--- config.mk ---
export PLATFORM = sky130hd
export DESIGN_NAME = cmp_share_ctrl_flat
export DESIGN_NICKNAME = d
export VERILOG_FILES = /design/src/rtl/cmp_share_ctrl_if.sv /design/src/rtl/cmp_share_ctrl.sv /design/src/flat_wrapper.sv
export SDC_FILE = /design/constraint.sdc
export NUM_CORES = 1
export LEC_CHECK = 0
export CORE_MARGIN = 4
export CORE_UTILIZATION = 42
export CTS_CLUSTER_SIZE = 24
export DETAILED_ROUTE_END_ITERATION = 6
export PLACE_DENSITY = 0.9
export SETUP_SLACK_MARGIN = 0.3
export SKIP_CTS_REPAIR_TIMING = 1
export SLEW_MARGIN = 40
export SYNTH_ARGS = -nofsm -noshare
export SYNTH_HDL_FRONTEND = slang
export SYNTH_SLANG_ARGS = --single-unit
--- constraint.sdc ---
create_clock -name clk -period 1.85 [get_ports clk]
set_clock_uncertainty 0.05 [all_clocks]
set_input_delay 0.555 -clock clk [delete_from_list [all_inputs] [get_ports clk]]
set_output_delay 0.555 -clock clk [all_outputs]
set_load 0.05 [all_outputs]
--- src/rtl/cmp_share_ctrl_if.sv ---
// Bundle between the two operand sources, the shared compare unit
// and cmp_share_ctrl. master = controller side, slave = sources/unit side.
interface cmp_share_ctrl_if #(
  parameter int W  = 4,
  parameter int RW = 5
);
  logic          req0;
  logic [W-1:0]  a0;
  logic [W-1:0]  b0;
  logic          req1;
  logic [W-1:0]  a1;
  logic [W-1:0]  b1;
  logic          gnt0;
  logic          gnt1;
  logic          done0;
  logic          done1;
  logic [RW-1:0] res;
  logic          res_id;
  logic          busy;
  logic          cmp_en;
  logic [W-1:0]  cmp_a;
  logic [W-1:0]  cmp_b;
  logic [RW-1:0] cmp_result;

  modport master (
    input  req0, a0, b0,
    input  req1, a1, b1,
    input  cmp_result,
    output gnt0, gnt1,
    output done0, done1,
    output res, res_id, busy,
    output cmp_en, cmp_a, cmp_b
  );

  modport slave (
    output req0, a0, b0,
    output req1, a1, b1,
    output cmp_result,
    input  gnt0, gnt1,
    input  done0, done1,
    input  res, res_id, busy,
    input  cmp_en, cmp_a, cmp_b
  );
endinterface

--- src/rtl/cmp_share_ctrl.sv ---
// Round-robin sharing of one compare datapath between two requesters.
// Ports: clk, rst (async, active-high), bus (cmp_share_ctrl_if.master):
//   req/a/b per requester in, gnt/done pulses out, res/res_id/busy out,
//   cmp_en/cmp_a/cmp_b to the compare unit, cmp_result back from it.
module cmp_share_ctrl #(
  parameter int W   = 4,
  parameter int RW  = 5,
  parameter int LAT = 1
) (
  input  logic             clk,
  input  logic             rst,
  cmp_share_ctrl_if.master bus
);

  localparam logic [1:0] IDLE = 2'd0;
  localparam logic [1:0] RUN  = 2'd1;
  localparam logic [1:0] DONE = 2'd2;

  localparam logic [3:0] LAT4 = 4'(LAT);

  logic [1:0]    state_q, state_d;
  logic [3:0]    cnt_q, cnt_d;
  logic          last_q, last_d;
  logic          gnt0_q, gnt0_d;
  logic          gnt1_q, gnt1_d;
  logic          done0_q, done0_d;
  logic          done1_q, done1_d;
  logic [RW-1:0] res_q, res_d;
  logic          res_id_q, res_id_d;
  logic          busy_q, busy_d;
  logic          en_q, en_d;
  logic [W-1:0]  a_q, a_d;
  logic [W-1:0]  b_q, b_d;

  logic          any_req;
  logic          win;

  assign any_req = bus.req0 | bus.req1;

  // On a tie the requester that was not served last wins.
  assign win = (bus.req0 & bus.req1) ? ~last_q : bus.req1;

  always_comb begin
    state_d  = state_q;
    cnt_d    = cnt_q;
    last_d   = last_q;
    gnt0_d   = 1'b0;
    gnt1_d   = 1'b0;
    done0_d  = 1'b0;
    done1_d  = 1'b0;
    res_d    = res_q;
    res_id_d = res_id_q;
    en_d     = en_q;
    a_d      = a_q;
    b_d      = b_q;
    unique case (state_q)
      IDLE: begin
        if (any_req) begin
          a_d     = win ? bus.a1 : bus.a0;
          b_d     = win ? bus.b1 : bus.b0;
          en_d    = 1'b1;
          gnt0_d  = ~win;
          gnt1_d  = win;
          cnt_d   = LAT4;
          last_d  = win;
          state_d = RUN;
        end
      end
      RUN: begin
        cnt_d = cnt_q - 4'd1;
        if (cnt_q == 4'd1) begin
          // last_q still names the requester granted for this op
          res_d    = bus.cmp_result;
          res_id_d = last_q;
          done0_d  = ~last_q;
          done1_d  = last_q;
          en_d     = 1'b0;
          state_d  = DONE;
        end
      end
      DONE: begin
        state_d = IDLE;
      end
      default: begin
        state_d = IDLE;
      end
    endcase
    busy_d = (state_d != IDLE);
  end

  always_ff @(posedge clk or posedge rst) begin
    if (rst) begin
      state_q  <= IDLE;
      cnt_q    <= '0;
      last_q   <= 1'b1;
      gnt0_q   <= 1'b0;
      gnt1_q   <= 1'b0;
      done0_q  <= 1'b0;
      done1_q  <= 1'b0;
      res_q    <= '0;
      res_id_q <= 1'b0;
      busy_q   <= 1'b0;
      en_q     <= 1'b0;
      a_q      <= '0;
      b_q      <= '0;
    end else begin
      state_q  <= state_d;
      cnt_q    <= cnt_d;
      last_q   <= last_d;
      gnt0_q   <= gnt0_d;
      gnt1_q   <= gnt1_d;
      done0_q  <= done0_d;
      done1_q  <= done1_d;
      res_q    <= res_d;
      res_id_q <= res_id_d;
      busy_q   <= busy_d;
      en_q     <= en_d;
      a_q      <= a_d;
      b_q      <= b_d;
    end
  end

  assign bus.gnt0   = gnt0_q;
  assign bus.gnt1   = gnt1_q;
  assign bus.done0  = done0_q;
  assign bus.done1  = done1_q;
  assign bus.res    = res_q;
  assign bus.res_id = res_id_q;
  assign bus.busy   = busy_q;
  assign bus.cmp_en = en_q;
  assign bus.cmp_a  = a_q;
  assign bus.cmp_b  = b_q;

endmodule

--- src/flat_wrapper.sv ---
// flat-port wrapper written by rule: the top's interface ports become plain ports
module cmp_share_ctrl_flat 
#(
  parameter int W   = 4,
  parameter int RW  = 5,
  parameter int LAT = 1
)
  (clk, rst, bus_req0, bus_a0, bus_b0, bus_req1, bus_a1, bus_b1, bus_cmp_result, bus_gnt0, bus_gnt1, bus_done0, bus_done1, bus_res, bus_res_id, bus_busy, bus_cmp_en, bus_cmp_a, bus_cmp_b);
  cmp_share_ctrl_if #(.W(W), .RW(RW)) bus_i ();
  input  logic clk;
  input  logic rst;
  input wire logic [$bits(bus_i.req0)-1:0] bus_req0;
  input wire logic [$bits(bus_i.a0)-1:0] bus_a0;
  input wire logic [$bits(bus_i.b0)-1:0] bus_b0;
  input wire logic [$bits(bus_i.req1)-1:0] bus_req1;
  input wire logic [$bits(bus_i.a1)-1:0] bus_a1;
  input wire logic [$bits(bus_i.b1)-1:0] bus_b1;
  input wire logic [$bits(bus_i.cmp_result)-1:0] bus_cmp_result;
  output wire logic [$bits(bus_i.gnt0)-1:0] bus_gnt0;
  output wire logic [$bits(bus_i.gnt1)-1:0] bus_gnt1;
  output wire logic [$bits(bus_i.done0)-1:0] bus_done0;
  output wire logic [$bits(bus_i.done1)-1:0] bus_done1;
  output wire logic [$bits(bus_i.res)-1:0] bus_res;
  output wire logic [$bits(bus_i.res_id)-1:0] bus_res_id;
  output wire logic [$bits(bus_i.busy)-1:0] bus_busy;
  output wire logic [$bits(bus_i.cmp_en)-1:0] bus_cmp_en;
  output wire logic [$bits(bus_i.cmp_a)-1:0] bus_cmp_a;
  output wire logic [$bits(bus_i.cmp_b)-1:0] bus_cmp_b;
  assign bus_i.req0 = bus_req0;
  assign bus_i.a0 = bus_a0;
  assign bus_i.b0 = bus_b0;
  assign bus_i.req1 = bus_req1;
  assign bus_i.a1 = bus_a1;
  assign bus_i.b1 = bus_b1;
  assign bus_i.cmp_result = bus_cmp_result;
  assign bus_gnt0 = bus_i.gnt0;
  assign bus_gnt1 = bus_i.gnt1;
  assign bus_done0 = bus_i.done0;
  assign bus_done1 = bus_i.done1;
  assign bus_res = bus_i.res;
  assign bus_res_id = bus_i.res_id;
  assign bus_busy = bus_i.busy;
  assign bus_cmp_en = bus_i.cmp_en;
  assign bus_cmp_a = bus_i.cmp_a;
  assign bus_cmp_b = bus_i.cmp_b;
  cmp_share_ctrl #(.W(W), .RW(RW), .LAT(LAT)) u_core (.clk(clk), .rst(rst), .bus(bus_i));
endmodule
# Word-level counts from Yosys, hierarchy flattened
# Index checks and enable logic that the tools add are counted.
[op_classes]
eq_ne = 4
n_addsub = 1
bitwise_logic = 4
reduce_logical = 7
n_mux = 19
[op_table]
columns = ["operator", "count"]
rows = [
  ["$mux W4", 3],
  ["$mux W1", 11],
  ["$pmux W4 S2", 1],
  ["$reduce_and A2 Y1", 3],
  ["$eq A4 B1 Y1 const B", 1],
  ["$mux W2", 2],
  ["$ne A2 B1 Y1 const B", 2],
  ["$pmux W2 S2", 1],
  ["$reduce_bool A2 Y1", 2],
  ["$sub A4 B1 Y4 const B", 1],
  ["$reduce_and A3 Y1", 1],
  ["$eq A2 B1 Y1 const B", 1],
  ["$logic_not A2 Y1", 1],
  ["$not A1 Y1", 2],
  ["$pmux W1 S2", 1],
  ["$and A1 B1 Y1", 1],
  ["$or A1 B1 Y1", 1],
]
[totals]
word_cells = 48
out_inout_bits = 20
in_bits = 25
regBits = 27

# Longest topological paths before layout
[depth]
word_depth = 5
depth_mapped = 5
depth_no_buf = 5

# Worst setup path after synthesis
# OpenSTA, ideal clock, no wires.
[synth_path]
path_type = "in2reg"
startpoint = "in bus_req1"
endpoint = "reg u_core.cnt_q[0]"
t_required_ns = 1.673
slack_ns = 0.417
n_path_buf = 1
arrival_ns = 1.256
stages = 4
setup_ns = 0.127
cell_sequence = "or2_2 -> buf_2 -> a211oi_1 -> a21oi_1"
[synth_via]
elab_chain_cells = 3
[synth_rtl]
columns = ["item", "line_no", "source"]
rows = [
  ["start, declared", "flat_wrapper.sv:15", "input wire logic [$bits(bus_i.req1)-1:0] bus_req1;"],
  ["$or A1 B1 Y1", "cmp_share_ctrl.sv:38", "assign any_req = bus.req0 | bus.req1;"],
  ["$ne A2 B1 Y1 (no line)", "n/a", ""],
  ["$reduce_and A2 Y1 (no line)", "n/a", ""],
  ["end signal, assigned", "cmp_share_ctrl.sv:108", "cnt_q <= cnt_d;"],
  ["end, declared", "cmp_share_ctrl.sv:22", "logic [3:0] cnt_q, cnt_d;"],
]
# No other way between the ends.
# A chain may end at the register's enable or synchronous reset.

# Worst setup path in the final report
[layout_path]
startpoint = "reg u_core.a_q[0], in the netlist u_core.bus.cmp_a[0]"
endpoint = "out bus_cmp_a[0]"
[layout_lines]
columns = ["item", "line_no", "source"]
rows = [
  ["start, declared", "cmp_share_ctrl.sv:32", "logic [W-1:0] a_q, a_d;"],
  ["start signal, assigned", "cmp_share_ctrl.sv:104", "a_q <= '0;"],
  ["start signal, assigned", "cmp_share_ctrl.sv:118", "a_q <= a_d;"],
  ["end, declared", "flat_wrapper.sv:27", "output wire logic [$bits(bus_i.cmp_a)-1:0] bus_cmp_a;"],
]
# No word-level cell between the ends.

==> Implementation_results.wiki <==
{| class="wikitable"
! Metric !! Value
|-
| Worst-case register-to-register setup slack || 0.28 ns
|-
| Initial DRT Pass Iterations || 4
|-
| Main combinational cell family by area after synthesis || multiplexers
|-
| Final hold viol count || 0
|-
| Area share of xor/xnor cells in the synthesized design || 0.00768
|-
| GRT Total Usage || 0.179
|-
| Largest delay share family, worst path || flip-flops
|-
| Chip height || 60.1 um
|-
| End of the worst hold path || u_core.last_q
|-
| Measured slew at the worst slew-check pin || 0.341 ns
|-
| Proportion of synthesized chip area in sequential cells || 0.594
|-
| Multiplexer area fraction after synthesis || 0.128
|-
| Total of endpoints with negative setup slack in the final report || 0
|-
| Class of the tightest hold or removal check || in -> reg
|-
| Post-Synthesis Net Count || 123
|-
| Remaining routing DRC violations || 0
|-
| Root cell of the clock tree || sky130_fd_sc_hd__clkbuf_4
|-
| Post-DRT Antenna Nets || 0
|-
| Endpoint class of the critical path || output port
|-
| Port bufs || 44
|-
| Initial core utilization || 0.452
|-
| Synthesized area per cell || 11.9 um2
|-
| Data required time at the worst endpoint || 1.24 ns
|-
| Startpoint Class || register
|-
| Last weighted congestion value of the routability-driven placer || 0.778
|-
| Utilization after layout || 0.746
|-
| Worst Setup Path Type || reg -> out
|-
| Worst-skew pair later-pin latency || 0.34 ns
|-
| WL final || 3290 um
|-
| Combined area of the multi-input logic cells || 478 um2
|-
| Area used by sequential logic in the layout || 677 um2
|-
| Non-Filler Instances || 185
|-
| Number of library cell types mapped by synthesis || 29
|-
| Ratio of routed vias to standard cells || 5.36
|-
| Proportion of power drawn by the clock network || 0.070
|-
| Setup repair after global routing missed its margin || yes
|-
| Dpl hpwl || 2190 um
|-
| Initial DRC count || 27
|-
| Clock buffer count from CTS || 3
|-
| Slowest stage delay, CP || 0.45 ns
|-
| Clock-pin transition on the worst setup and hold timing paths || 0.15 ns
|-
| Top cell type by total area after synthesis || sky130_fd_sc_hd__dfrtp_1
|-
| Highest routing layer actually used || met4
|-
| Aggregate global routing overflow || 0
|-
| Terminus of the critical flop-to-flop path || u_core.bus.res_id
|-
| Area of the mapped netlist || 0.00114 mm2
|-
| H-tree Lvls || 1
|-
| Met3 layer wire length in the routed design || 165 um
|-
| Number of warnings printed during yosys synthesis || 0
|-
| Adder-Cell Fraction of Synth Area || 0.0220
|-
| Worst IR drop on VDD || 1.69 mV
|-
| Routed len/inst || 17.8 um
|-
| Number of standard-cell rows in the floorplan || 18
|-
| Total power per unit cell area || 2040 mW/mm2
|-
| Outcome || finished clean
|-
| Number of vias after detailed routing || 992
|-
| Flop and latch count out of synthesis || 27
|-
| Diode insertion count for antenna repair || 0
|-
| R2r worst-path depth || 6
|-
| Maximum operating frequency || 0.636 GHz
|-
| Area share of the largest cell type after synthesis || 0.571
|-
| Origin of the worst min-delay path || bus_req0
|-
| Maximum Capacitance Violations || 0
|-
| Leakage component of the power || 0.908 nW
|-
| Cell total after placement || 172
|-
| Internal portion of total power || 2.07 mW
|-
| Proportion of power drawn by combinational gates || 0.631
|-
| Clock tree sinks || 27
|-
| Area fraction in compound gates after synthesis || 0.127
|-
| Die outline width || 60.1 um
|-
| Simple-Gate Fraction of Synth Area || 0.0878
|-
| Net switching power || 1.78 mW
|-
| Global-route wire length before repair || 4630 um
|-
| Pin count of the biggest net entering global routing || 28
|-
| Floorplan die area || 0.00361 mm2
|-
| Final Critical Period || 1.57 ns
|-
| Tcrit/Tclk final || 0.850
|-
| WL met2 || 1720 um
|-
| Met1 WL || 1250 um
|-
| Worst slew margin relative to its limit || 0.770
|-
| Count of pins on the block boundary || 45
|-
| Layout area overhead || 65.1%
|-
| Sequential Power Share || 0.299
|-
| Filler Cell Count || 173
|-
| Crit-path max FO || 2
|-
| Start of the worst register-to-register path || u_core.cnt_q[1]
|-
| Worst-path cell with the longest stage delay || sky130_fd_sc_hd__dfrtp_1
|-
| Crit path cell chain || buf_12
|-
| Share of layout cells above drive strength 1 || 0.316
|-
| Switching share of power || 0.462
|-
| CP arrival || 0.97 ns
|-
| CTS tree || yes
|-
| Hold Path Cell Cnt || 2
|-
| Number of antenna violations at the first check in global routing || 0
|-
| Critical path buffers and inverters || 1
|-
| Dominant cells by area after synthesis || sky130_fd_sc_hd__dfrtp_1, sky130_fd_sc_hd__a21oi_1, sky130_fd_sc_hd__mux2i_1
|-
| Layout Nets || 183
|-
| Clk buf depth || 2
|-
| Synthesized instance count || 96
|-
| Core outline area || 0.00252 mm2
|-
| Final Max Tran Viols || 0
|-
| Vias in the first global route || 980
|}
state kept, by name (all words and copies together) (netlist names):
register / cells
u_core.bus.res: 5
u_core.bus.cmp_a: 4
u_core.bus.cmp_b: 4
u_core.cnt_q: 4
u_core.state_q: 2
u_core.bus.busy: 1
u_core.bus.cmp_en: 1
u_core.bus.done0: 1
u_core.bus.done1: 1
u_core.bus.gnt0: 1
u_core.bus.gnt1: 1
u_core.bus.res_id: 1
u_core.last_q: 1
worst reg2reg max path, delay by kind of cell (launching register included):
kind	cells	cell delay [ns]
simple gates	2	0.48
compound gates	1	0.16
fa+ha+maj	1	0.13
buf+inv	2	0.23
flops	1	0.42
worst max path at each step:
| stage | start | to | slack (ns) | depth (start not counted) |
|---|---|---|---|---|
| after CTS | u_core.cnt_q[1] | u_core.bus.res[4] | 0.24 | 5 |
| after detailed placement | bus_req1 | u_core.bus.cmp_a[2] | -0.11 | 5 |
| final | u_core.bus.cmp_a[0] | bus_cmp_a[0] | 0.28 | 1 |
| after global routing | u_core.cnt_q[0] | u_core.bus.res_id | 0.23 | 5 |
| after global placement | bus_req1 | u_core.cnt_q[0] | -0.04 | 4 |
| after floorplan | bus_req1 | u_core.cnt_q[0] | 0.42 | 4 |
per-stage QoR:
step	power [mW]	setup TNS, ns	hold slack [ns]	area, um2	setup slack, ns
finish	3.84	0	0.493	1880	0.277
global route	4.02	0	0.499	1880	0.234
CTS	3.49	0	0.464	1740	0.244
detailed placement	3.24	-0.862	0.438	1720	-0.114
global placement	3.17	-0.250	0.426	1720	-0.0419
floorplan	2.31	0	0.419	1140	0.417
metal layers:
layer | up-vias | track usage
li1 | 452 | -
met5 | - | 0
met1 | 492 | 0.197
met2 | 38 | 0.318
met3 | 10 | 0.0324
met4 | 0 | 0.104
synth_stat cells (all sizes together):
cell    instances
a211oi          1
a21boi          1
a21o            2
a21oi          18
a31oi           1
and2            1
and2b           1
and3            1
buf             4
dfrtp          26
dfstp           1
ha              2
inv             4
mux2            5
mux2i           9
nand2           4
nand2b          1
nand3b          1
nor2            5
nor3            1
nor3b           1
nor4            1
o21ai           1
o22ai           1
o31ai           1
or2             1
xor2            1
power groups by stage:
stage	Combinational, mW	Sequential (mW)	Clock [mW]
3_3_place_gp	2.06	1.11	0
6_report	2.42	1.15	0.269
5_1_grt	2.55	1.18	0.294
3_5_place_dp	2.11	1.13	0
2_1_floorplan	0.564	1.74	0
4_1_cts	2.11	1.12	0.262
layout make-up:
cell class	instances	area share
tap	30	0.0199
clock buffer	4	0.0140
timing repair buffer	58	0.344
multi-input combinational	62	0.254
inverter	4	0.00798
sequential	27	0.360
cells by family after synthesis:
| logic type | after synthesis |
|---|---|
| compound gates | 26 |
| xor+xnor | 1 |
| fa+ha+maj | 2 |
| buf+inv | 8 |
| flops | 27 |
| mux | 14 |
| simple gates | 18 |
cells in the final DEF, fill, tap and decap left out, types with 2 or more instances in the layout:
cell                              instances
sky130_fd_sc_hd__a21o_1                   2
sky130_fd_sc_hd__a21oi_1                 18
sky130_fd_sc_hd__buf_12                  10
sky130_fd_sc_hd__buf_4                   18
sky130_fd_sc_hd__buf_6                    6
sky130_fd_sc_hd__clkbuf_4                 3
sky130_fd_sc_hd__clkdlybuf4s50_1         22
sky130_fd_sc_hd__dfrtp_1                 26
sky130_fd_sc_hd__dlymetal6s2s_1           2
sky130_fd_sc_hd__ha_1                     2
sky130_fd_sc_hd__inv_1                    3
sky130_fd_sc_hd__mux2_4                   5
sky130_fd_sc_hd__mux2i_1                  9
sky130_fd_sc_hd__nand2_1                  4
sky130_fd_sc_hd__nor2_1                   5
Power figures use the tool's default switching activity.
